## config.mk

```make
export PLATFORM = sky130hd
export DESIGN_NAME = mem_sram_stage
export DESIGN_NICKNAME = d
export VERILOG_FILES = /design/src/rtl/mem_sram_stage_pkg.sv /design/src/rtl/mem_sram_stage_phase_counter.sv /design/src/rtl/mem_sram_stage.sv
export SDC_FILE = /design/constraint.sdc
export NUM_CORES = 1
export LEC_CHECK = 0
export CELL_PAD_IN_SITES_DETAIL_PLACEMENT = 1
export CELL_PAD_IN_SITES_GLOBAL_PLACEMENT = 1
export CORE_MARGIN = 3
export CORE_UTILIZATION = 30
export DETAILED_ROUTE_END_ITERATION = 16
export GPL_TIMING_DRIVEN = 0
export PLACE_DENSITY = 0.86
export SETUP_SLACK_MARGIN = 0.3
export SLEW_MARGIN = 20
export SYNTH_ARGS = -nofsm -noshare
export SYNTH_HDL_FRONTEND = slang
export SYNTH_HIERARCHICAL = 1
export SYNTH_SLANG_ARGS = --single-unit
```

## constraint.sdc

```tcl
create_clock -name clk -period 5.4 [get_ports clk]
set_clock_uncertainty 0.2 [all_clocks]
set_input_delay 1.62 -clock clk [delete_from_list [all_inputs] [get_ports clk]]
set_output_delay 1.62 -clock clk [all_outputs]
set_load 0.02 [all_outputs]
```

## src/rtl/mem_sram_stage_pkg.sv

```systemverilog
// Shared types and constants for the SRAM-backed memory stage.
package mem_sram_stage_pkg;

    typedef enum logic [1:0] {
        IDLE = 2'd0,
        LOW  = 2'd1,
        HIGH = 2'd2,
        DONE = 2'd3
    } stage_state_e;

    localparam logic [31:0] DEFAULT_BASE_ADDR = 32'd1024;
    localparam int          SRAM_ADDR_W       = 18;
    localparam int          SRAM_DATA_W       = 16;
    localparam int          PHASE_CNT_W       = 4;

endpackage

```

## src/rtl/mem_sram_stage_phase_counter.sv

```systemverilog
// Halfword phase timer: counts cycles spent in a phase and flags the last one.
module sram_phase_counter
    import mem_sram_stage_pkg::*;
#(
    parameter int WAIT_CYCLES = 2
) (
    input  logic clk,
    input  logic rst,
    input  logic clear_i,
    input  logic en_i,
    output logic tc_o
);

    logic [PHASE_CNT_W-1:0] cnt_q, cnt_d;

    always_comb begin
        cnt_d = cnt_q;
        if (clear_i) begin
            cnt_d = '0;
        end else if (en_i) begin
            cnt_d = cnt_q + PHASE_CNT_W'(1);
        end
    end

    always_ff @(posedge clk or posedge rst) begin
        if (rst) begin
            cnt_q <= '0;
        end else begin
            cnt_q <= cnt_d;
        end
    end

    assign tc_o = (cnt_q == PHASE_CNT_W'(WAIT_CYCLES - 1));

endmodule

```

## src/rtl/mem_sram_stage.sv

```systemverilog
// Memory stage front-end for a 16-bit SRAM: each 32-bit load/store runs as a
// low then high halfword phase while the pipeline is frozen.
//
// state | meaning
// IDLE  | no access in flight; a request starts one
// LOW   | SRAM word 2n (data bits 15:0) driven for WAIT_CYCLES cycles
// HIGH  | SRAM word 2n+1 (data bits 31:16) driven for WAIT_CYCLES cycles
// DONE  | access complete; stage may advance for one cycle
module mem_sram_stage
    import mem_sram_stage_pkg::*;
#(
    parameter int          WAIT_CYCLES = 2,
    parameter logic [31:0] BASE_ADDR   = DEFAULT_BASE_ADDR
) (
    input  logic                   clk,
    input  logic                   rst,
    input  logic                   WB_EN,
    input  logic                   MEM_Read,
    input  logic                   MEM_Write,
    input  logic [31:0]            ALU_result,
    input  logic [31:0]            val_src2,
    input  logic [4:0]             dest,
    input  logic [SRAM_DATA_W-1:0] sram_rdata,
    output logic                   WB_EN_out,
    output logic                   MEM_Read_out,
    output logic [31:0]            ALU_result_out,
    output logic [4:0]             dest_out,
    output logic [31:0]            mem_read_data,
    output logic                   ready,
    output logic                   freeze,
    output logic [SRAM_ADDR_W-1:0] sram_addr,
    output logic [SRAM_DATA_W-1:0] sram_wdata,
    output logic                   sram_we_n,
    output logic                   sram_oe_n
);

    stage_state_e state_q, state_d;

    logic                   req;
    logic                   phase_tc;
    logic                   cnt_clear;
    logic                   cnt_en;
    logic                   start_acc;
    logic                   low_done;
    logic                   high_done;
    logic                   ready_d;
    logic [SRAM_ADDR_W-2:0] word_idx;
    logic [SRAM_ADDR_W-2:0] word_q;
    logic [SRAM_DATA_W-1:0] wdata_hi_q;
    logic                   is_write_q;
    logic [SRAM_ADDR_W-1:0] addr_q;
    logic [SRAM_DATA_W-1:0] wdata_q;
    logic                   we_n_q;
    logic                   oe_n_q;
    logic [31:0]            rdata_q;

    assign req = MEM_Read | MEM_Write;

    // Only offset bits [18:2] select the SRAM word pair, so a 19-bit difference suffices.
    assign word_idx = (SRAM_ADDR_W-1)'((ALU_result[18:0] - BASE_ADDR[18:0]) >> 2);

    sram_phase_counter #(
        .WAIT_CYCLES(WAIT_CYCLES)
    ) u_phase_cnt (
        .clk     (clk),
        .rst     (rst),
        .clear_i (cnt_clear),
        .en_i    (cnt_en),
        .tc_o    (phase_tc)
    );

    always_ff @(posedge clk or posedge rst) begin
        if (rst) begin
            state_q <= IDLE;
        end else begin
            state_q <= state_d;
        end
    end

    always_comb begin
        state_d   = state_q;
        cnt_clear = 1'b0;
        cnt_en    = 1'b0;
        start_acc = 1'b0;
        low_done  = 1'b0;
        high_done = 1'b0;
        ready_d   = 1'b0;
        case (state_q)
            IDLE: begin
                ready_d = ~req;
                if (req) begin
                    state_d   = LOW;
                    cnt_clear = 1'b1;
                    start_acc = 1'b1;
                end
            end
            LOW: begin
                cnt_en = 1'b1;
                if (phase_tc) begin
                    state_d   = HIGH;
                    cnt_clear = 1'b1;
                    low_done  = 1'b1;
                end
            end
            HIGH: begin
                cnt_en = 1'b1;
                if (phase_tc) begin
                    state_d   = DONE;
                    high_done = 1'b1;
                end
            end
            DONE: begin
                ready_d = 1'b1;
                state_d = IDLE;
            end
            default: begin
                state_d = IDLE;
            end
        endcase
    end

    // SRAM pins are registered so they change only on phase boundaries.
    always_ff @(posedge clk or posedge rst) begin
        if (rst) begin
            word_q     <= '0;
            wdata_hi_q <= '0;
            is_write_q <= 1'b0;
            addr_q     <= '0;
            wdata_q    <= '0;
            we_n_q     <= 1'b1;
            oe_n_q     <= 1'b1;
            rdata_q    <= '0;
        end else begin
            if (start_acc) begin
                word_q     <= word_idx;
                wdata_hi_q <= val_src2[31:16];
                is_write_q <= MEM_Write;
                addr_q     <= {word_idx, 1'b0};
                we_n_q     <= ~MEM_Write;
                oe_n_q     <= MEM_Write;
                if (MEM_Write) begin
                    wdata_q <= val_src2[15:0];
                end
            end
            if (low_done) begin
                addr_q <= {word_q, 1'b1};
                if (is_write_q) begin
                    wdata_q <= wdata_hi_q;
                end else begin
                    rdata_q[15:0] <= sram_rdata;
                end
            end
            if (high_done) begin
                we_n_q <= 1'b1;
                oe_n_q <= 1'b1;
                if (!is_write_q) begin
                    rdata_q[31:16] <= sram_rdata;
                end
            end
        end
    end

    assign WB_EN_out      = WB_EN;
    assign MEM_Read_out   = MEM_Read;
    assign ALU_result_out = ALU_result;
    assign dest_out       = dest;
    assign mem_read_data  = rdata_q;
    assign ready          = ready_d;
    assign freeze         = ~ready_d;
    assign sram_addr      = addr_q;
    assign sram_wdata     = wdata_q;
    assign sram_we_n      = we_n_q;
    assign sram_oe_n      = oe_n_q;

endmodule

```

==> key figures, run 1 <==
Run status
  – Run status: complete, no violations

Global route
  – Vias in the first global route: 4,601
  – Global-route total usage across every layer: 16.8%
  – Global route total overflow: 0
  – Wire length of the first global-routing pass: 24,200 µm
  – Largest net degree at the start of global routing: 54
  – Number of antenna violations at the first check in global routing: 0

Clock tree
  – Number of buffers inserted during clock tree synthesis: 9
  – Clock-pin transition on the worst setup and hold timing paths: 70 ps
  – H-tree level count: 3
  – Max Root-Sink Buffers: 2
  – Clock tree root driver cell: sky130_fd_sc_hd__clkbuf_16
  – CTS Hold Buffers Added: 0
  – Buffers inserted during post-CTS setup optimization: 0
  – Insertion delay of the later-clocked pin in the worst-skew pair: 340 ps
  – Clock tree from TritonCTS: done
  – Clk sinks: 108

Cells and area
  – Post-layout instance count excluding filler cells: 871
  – Post-Route Utilization: 45.8%
  – Nets: 748
  – Sequential cell area in the final layout: 0.00271 mm²
  – Most used cells in the layout excluding fill and tap cells: sky130_fd_sc_hd__clkdlybuf4s50_1 (175), sky130_fd_sc_hd__nand2_1 (115), sky130_fd_sc_hd__dfrtp_1 (106), sky130_fd_sc_hd__buf_4 (41), sky130_fd_sc_hd__o21ai_0 (29)
  – Most common cell after layout, fill and taps aside: sky130_fd_sc_hd__clkdlybuf4s50_1
  – Area occupied by multi-input gates: 0.00176 mm²
  – Number of filler instances in the final layout: 1,790
  – Fraction of final layout cells with drive strength greater than 1: 15.7%
  – Diodes inserted: 0
  – Layout Area Growth over Synthesis: 48.5%

STA
  – Max-slew violations: 0
  – Tightest Pin Transition: 669 ps
  – Final Worst Setup Slack: 533 ps
  – Count of endpoints failing hold in the final timing report: 0
  – Unrepaired setup endpoints after global routing: no
  – Period utilization: 90.1%
  – Maximum clock frequency: 205 MHz
  – Final period demand of the worst path: 4870 ps
  – Total of endpoints with negative setup slack in the final report: 0
  – Slew headroom: 55.1%
  – Sum Neg Setup Slack: 0 ps

Logic synthesis
  – Mean instance size in the synthesized netlist: 10.6 µm²
  – Synthesized netlist cell count: 462
  – Main flop type after synthesis: sky130_fd_sc_hd__dfrtp_1
  – Post-synthesis compound-gate area fraction: 7.84%
  – Number of synthesis warnings: 6
  – Synth cell types: 44
  – Count of flip-flops with a built-in enable after synthesis: 0
  – Synthesized Nets: 559
  – Post-Synth XOR/XNOR Area: 0.891%
  – Largest family of logic cells by synthesized area: simple AND/OR/NAND/NOR gates
  – Synthesized cell area: 0.00491 mm²
  – Sequential fraction of the synthesis area: 55.0%
  – Area share of and/or/nand/nor cells after synthesis: 13.5%
  – Mux cell area share after synthesis: 11.9%
  – Flip-flop and latch count after synthesis: 108
  – Post-synth ARST share: 100%
  – Area share of fa/ha/maj cells after synthesis: 1.78%

Placement
  – Port Buf Inserts: 177
  – Gp weighted congestion: 0.742
  – Post-Place Cells: 856
  – Final HPWL DP: 11,600 µm
  – Post-Place Worst Slack: 261 ps

Floorplanning
  – Die ar.: 0.0180 mm²
  – Number of placement rows: 46
  – Area of the core: 0.0159 mm²
  – Die extent in x: 134 µm
  – Chip Height: 134 µm
  – Starting Density: 30.8%
  – Top-Level Pins: 199

Critical path
  – Kind of launch point of the worst setup path: primary input
  – FF-to-FF setup slack: 2700 ps
  – Critical path peak fanout: 4
  – Endpoint class of the critical path: primary output
  – Type of the worst setup path: primary input to primary output
  – Data arrival time at the worst-slack endpoint: 3050 ps
  – Critical Path RT: 3580 ps
  – Path depth of the worst reg2reg path: 9

Power and ir drop
  – Sequential share of power: 35.3%
  – Peak VDD IR: 0.204 mV
  – Standby leakage power: 3.34 nW
  – Combinational power share: 48.0%
  – Portion of total power attributed to the clock network: 16.7%
  – Internal portion of total power: 2.58 mW
  – Power per cell area: 573 mW/mm²
  – Switching Power: 1.60 mW
  – Switching part of the total: 38.3%

Drt
  – Final ANT Viol Nets: 0
  – Number of violations reported at the end of detailed-routing iteration 0: 104
  – Via-to-Cell Ratio: 4.56
  – Via count: 3,972
  – Post-route DRC violation count: 0
  – Avg WL per Cell: 17.2 µm
  – Total Wirelength: 15,000 µm
  – Drt first pass iters: 4

Hold path
  – Number of cells traversed by the worst hold path: 2
  – Worst min-delay path class: flip-flop to flip-flop

Job
  – MaxCap Viol Count: 0
-- routing by layer --
layer | up-vias | GRT usage [%] | wire, µm
met2 | 111 | 31.2 | 8050
met4 | 0 | 4.11 | 137
li1 | 1861 | - | -
met1 | 1989 | 20.0 | 6140
met3 | 11 | 3.23 | 668
met5 | - | 0 | 0
-- state kept, by name (all words and copies together), names as in the netlist --
signal / count
sram_addr: 18
sram_wdata: 16
sram_oe_n: 1
u_phase_cnt/cnt_q: 4
word_q: 17
state_q: 2
wdata_hi_q: 16
mem_read_data: 32
sram_we_n: 1
is_write_q: 1
-- worst max-delay path, cell delays in order --
cell	delay, ps
sky130_fd_sc_hd__clkdlybuf4s50_1	480
sky130_fd_sc_hd__nor2_1	180
sky130_fd_sc_hd__a21oi_1	80
sky130_fd_sc_hd__or2_2	290
sky130_fd_sc_hd__inv_1	70
sky130_fd_sc_hd__dlygate4sd2_1	320
-- through the flow --
stage / hold WS [ps] / cell area [µm²] / total power [mW]
floorplan: 246 / 4910 / 2.55
global placement: 258 / 6960 / 3.38
detailed placement: 270 / 6990 / 3.52
CTS: 286 / 7290 / 4.24
global route: 315 / 7300 / 4.45
finish: 282 / 7300 / 4.18
-- power groups by stage --
stage | logic [mW] | clock network [mW] | registers, mW
2_1_floorplan | 0.806 | 0 | 1.75
3_3_place_gp | 1.93 | 0 | 1.45
3_5_place_dp | 2.03 | 0 | 1.49
4_1_cts | 2.05 | 0.716 | 1.48
5_1_grt | 2.17 | 0.747 | 1.53
6_report | 2.01 | 0.696 | 1.48
-- worst paths after layout --
kind / start / end
min in group asynchronous: rst / u_phase_cnt/cnt_q[2]
worst min-delay path: wdata_hi_q[11] / wdata_hi_q[11]
worst max-delay path: MEM_Read / ready
worst max register to register: state_q[0] / u_phase_cnt/cnt_q[3]
max in group asynchronous: rst / sram_oe_n
worst min register to register: wdata_hi_q[11] / wdata_hi_q[11]
-- layout make-up --
cell class	count	area share (%)
sequential	108	37.1
timing repair buffer	178	24.7
multi-input combinational	283	24.2
buffer	62	5.64
tap	216	3.70
clock buffer	10	3.14
clock inverter	5	1.06
inverter	9	0.532
-- Yosys cell counts, types with 3 or more instances --
| cell | n | area [µm²] |
|---|---|---|
| sky130_fd_sc_hd__xnor2_1 | 4 | 35.0 |
| sky130_fd_sc_hd__a31oi_1 | 10 | 62.6 |
| sky130_fd_sc_hd__mux2_1 | 10 | 113 |
| sky130_fd_sc_hd__buf_2 | 8 | 40.0 |
| sky130_fd_sc_hd__a21o_1 | 4 | 30.0 |
| sky130_fd_sc_hd__dfrtp_1 | 106 | 2650 |
| sky130_fd_sc_hd__inv_1 | 9 | 33.8 |
| sky130_fd_sc_hd__nor2_1 | 23 | 86.3 |
| sky130_fd_sc_hd__buf_4 | 41 | 308 |
| sky130_fd_sc_hd__mux2i_1 | 16 | 160 |
| sky130_fd_sc_hd__nand2_1 | 115 | 432 |
| sky130_fd_sc_hd__mux2_2 | 13 | 146 |
| sky130_fd_sc_hd__nand3_1 | 3 | 15.0 |
| sky130_fd_sc_hd__ha_1 | 7 | 87.6 |
| sky130_fd_sc_hd__clkbuf_1 | 11 | 41.3 |
| sky130_fd_sc_hd__o21ai_0 | 29 | 145 |
| sky130_fd_sc_hd__a21oi_1 | 8 | 40.0 |
| sky130_fd_sc_hd__mux2_4 | 11 | 165 |
-- repair_timing --
item	in CTS	in global routing
pin swaps	0	0
endpoints found under the setup margin	1	1
gates resized for setup	1	1
-- logic make-up after synthesis --
group,after synthesis
XOR/XNOR,5
flip-flops,108
AO/OA/AOI/OAI,63
adder cells (fa/ha/maj),7
AND/OR/NAND/NOR,158
multiplexers,50
buffers and inverters,71
Power figures use the tool's default switching activity.
==> inputs of run 2 (changes only) <==
- CORE_MARGIN: 3 -> 2
==> run 2 against run 1 <==
- via count is 1.4% higher
- combinational power about the same
- non-clock buffer count unchanged
- global-route usage rose by 0.48 points
- register-to-register slack worse by 50 ps
- flip-flop and latch count unchanged
- clock power about the same
- critical endpoint unchanged
- largest cell class unchanged
==> key figures, run 2 (synthesis gave the netlist of run 1 again) <==
Run status
  – Run status: complete, no violations

STA
  – Period utilization: 90.0% (-0.14 points)
  – Unrepaired setup endpoints after global routing: no
  – Sum Neg Setup Slack: 0 ps (unchanged)
  – Tightest Pin Transition: 693 ps (+24.4 ps)
  – Final period demand of the worst path: 4860 ps (-7.34 ps)
  – Max-slew violations: 0 (unchanged)
  – Total of endpoints with negative setup slack in the final report: 0 (unchanged)
  – Maximum clock frequency: 206 MHz (+0.15%)
  – Slew headroom: 53.7% (-1.4 points)
  – Count of endpoints failing hold in the final timing report: 0 (unchanged)

Clock tree
  – Clock tree root driver cell: sky130_fd_sc_hd__clkbuf_16
  – Clock-pin transition on the worst setup and hold timing paths: 60 ps (about the same)
  – Buffers inserted during post-CTS setup optimization: 0 (unchanged)
  – H-tree level count: 3 (unchanged)
  – Insertion delay of the later-clocked pin in the worst-skew pair: 350 ps (about the same)
  – Number of buffers inserted during clock tree synthesis: 9 (unchanged)
  – Max Root-Sink Buffers: 2 (unchanged)
  – Clk sinks: 108 (unchanged)
  – Clock tree from TritonCTS: done

Critical path
  – Cell class contributing the biggest share of worst-path delay: buffers and inverters
  – FF-to-FF setup slack: 2650 ps (-50 ps)
  – Endpoint class of the critical path: primary output
  – R2r startpoint: u_phase_cnt/cnt_q[1]
  – Data arrival time at the worst-slack endpoint: 3040 ps (about the same)
  – Critical path peak fanout: 4 (unchanged)
  – Critical Path RT: 3580 ps (about the same)
  – Crit path buf inv count: 3 (unchanged)
  – Slowest cell on the critical path: sky130_fd_sc_hd__clkdlybuf4s50_1
  – Type of the worst setup path: primary input to primary output
  – Series of cell instances along the critical path: clkdlybuf4s50_1, nor2_1, a21oi_1, or2_2, inv_1, dlygate4sd2_1
  – Kind of launch point of the worst setup path: primary input
  – R2r endpoint: u_phase_cnt/cnt_q[3]
  – Worst path max stage delay: 490 ps (about the same)
  – Path depth of the worst reg2reg path: 8 (-1)

Cells and area
  – Most common cell after layout, fill and taps aside: sky130_fd_sc_hd__clkdlybuf4s50_1
  – Sequential cell area in the final layout: 0.00271 mm² (unchanged)
  – Area occupied by multi-input gates: 0.00176 mm² (unchanged)
  – Fraction of final layout cells with drive strength greater than 1: 15.7% (unchanged)
  – Nets: 748 (unchanged)
  – Number of filler instances in the final layout: 1,755 (-2.0%)
  – Diodes inserted: 0 (unchanged)
  – Area of all placed cells without fillers: 0.00730 mm² (unchanged)
  – Post-layout instance count excluding filler cells: 871 (unchanged)
  – Most used cells in the layout excluding fill and tap cells: sky130_fd_sc_hd__clkdlybuf4s50_1 (175), sky130_fd_sc_hd__nand2_1 (115), sky130_fd_sc_hd__dfrtp_1 (106), sky130_fd_sc_hd__buf_4 (41), sky130_fd_sc_hd__o21ai_0 (29)
  – Layout Area Growth over Synthesis: 48.5% (unchanged)
  – Largest register FFs: 32 (unchanged)

Floorplanning
  – Chip Height: 132 µm (-1.5%)
  – Die ar.: 0.0174 mm² (-3.0%)
  – Starting Density: 30.8% (unchanged)
  – Die extent in x: 132 µm (-1.5%)
  – Area of the core: 0.0159 mm² (unchanged)
  – Number of placement rows: 46 (unchanged)
  – Top-Level Pins: 199 (unchanged)

Global route
  – Largest net degree at the start of global routing: 55 (+1.9%)
  – Vias in the first global route: 4,640 (+0.85%)
  – Global-route total usage across every layer: 17.3% (+0.48 points)
  – Global route total overflow: 0 (unchanged)
  – Wire length of the first global-routing pass: 24,200 µm (-0.14%)
  – Number of antenna violations at the first check in global routing: 0 (unchanged)

Placement
  – Post-DP Area: 0.00699 mm² (unchanged)
  – Post-Place Cells: 856 (unchanged)
  – Final HPWL DP: 11,400 µm (-1.4%)
  – Gp weighted congestion: 0.752 (+1.4%)
  – Port Buf Inserts: 177 (unchanged)

Drt
  – Total Wirelength: 14,800 µm (-1.1%)
  – Via count: 4,027 (+1.4%)
  – Post-route DRC violation count: 0 (unchanged)
  – Via-to-Cell Ratio: 4.62 (+1.4%)
  – Avg WL per Cell: 17.0 µm (-1.1%)
  – Number of violations reported at the end of detailed-routing iteration 0: 126 (+21%)
  – Final ANT Viol Nets: 0 (unchanged)
  – Drt first pass iters: 4 (unchanged)

Hold path
  – Min-delay src: wdata_hi_q[12]
  – Number of cells traversed by the worst hold path: 2 (unchanged)
  – End of the worst hold path: wdata_hi_q[12]
  – Worst min-delay path class: flip-flop to flip-flop

Power and ir drop
  – Peak VDD IR: 0.183 mV (-10%)
  – Standby leakage power: 3.34 nW (unchanged)
  – Total power consumption of the routed design: 4.17 mW (-0.22%)
  – Power per cell area: 572 mW/mm² (-0.22%)

Job
  – MaxCap Viol Count: 0 (unchanged)
## run 2: cell counts in the layout (fill, tap and decap cells not counted)
No cell type changed its count.
## run 2: cell type report
cell class                 instances  area share (%)
buffer                            62            5.64
clock buffer                      10            3.14
clock inverter                     5            1.06
inverter                           9           0.532
multi-input combinational        283            24.2
sequential                       108            37.1
tap                              216            3.70
timing repair buffer             178            24.7
## run 2: routing by layer
metal,part of all wire (%),track usage (%),up-vias
met3,4.4,3.38,15
met5,0,0,-
li1,-,-,1867
met1,41,20.2,2028
met2,53,31.6,117
met4,1.5,5.80,0
## run 2: stage by stage
step / util [%] / setup slack (ps) / hold slack (ps)
3_5_place_dp: 43.8 / 263 / 263
5_1_grt: 45.8 / 441 / 309
2_1_floorplan: - / 851 / 246
6_report: 45.8 / 541 / 278
3_3_place_gp: 43.6 / -616 / 259
4_1_cts: 45.8 / 358 / 281
## run 2: tightest hold or removal path: stages, from the launching register on
cell and delay, ps:
sky130_fd_sc_hd__dfrtp_1 340, sky130_fd_sc_hd__nand2_1 50, sky130_fd_sc_hd__nand2_1 60
## run 2: repair_timing
item / 4_1_cts / 5_1_grt
pin swaps: 0 / 0
hold buffers: 0 / 0
endpoints found under the setup margin: 1 / 1
gates resized for setup: 1 / 1
## run 2: power breakdown
group	switching [mW]	internal, mW
Clock	0.293	0.403
Sequential	0.246	1.23
Combinational	1.05	0.950
Total	1.59	2.58
## run 2: worst max path at each step
stage,start,endpoint,slack [ps],cells after the start
after floorplan,rst,is_write_q,850,1
after global placement,rst,mem_read_data[2],-620,2
after detailed placement,MEM_Read,ready,260,6
after CTS,MEM_Read,freeze,360,5
after global routing,MEM_Read,ready,440,6
final,MEM_Read,ready,540,6
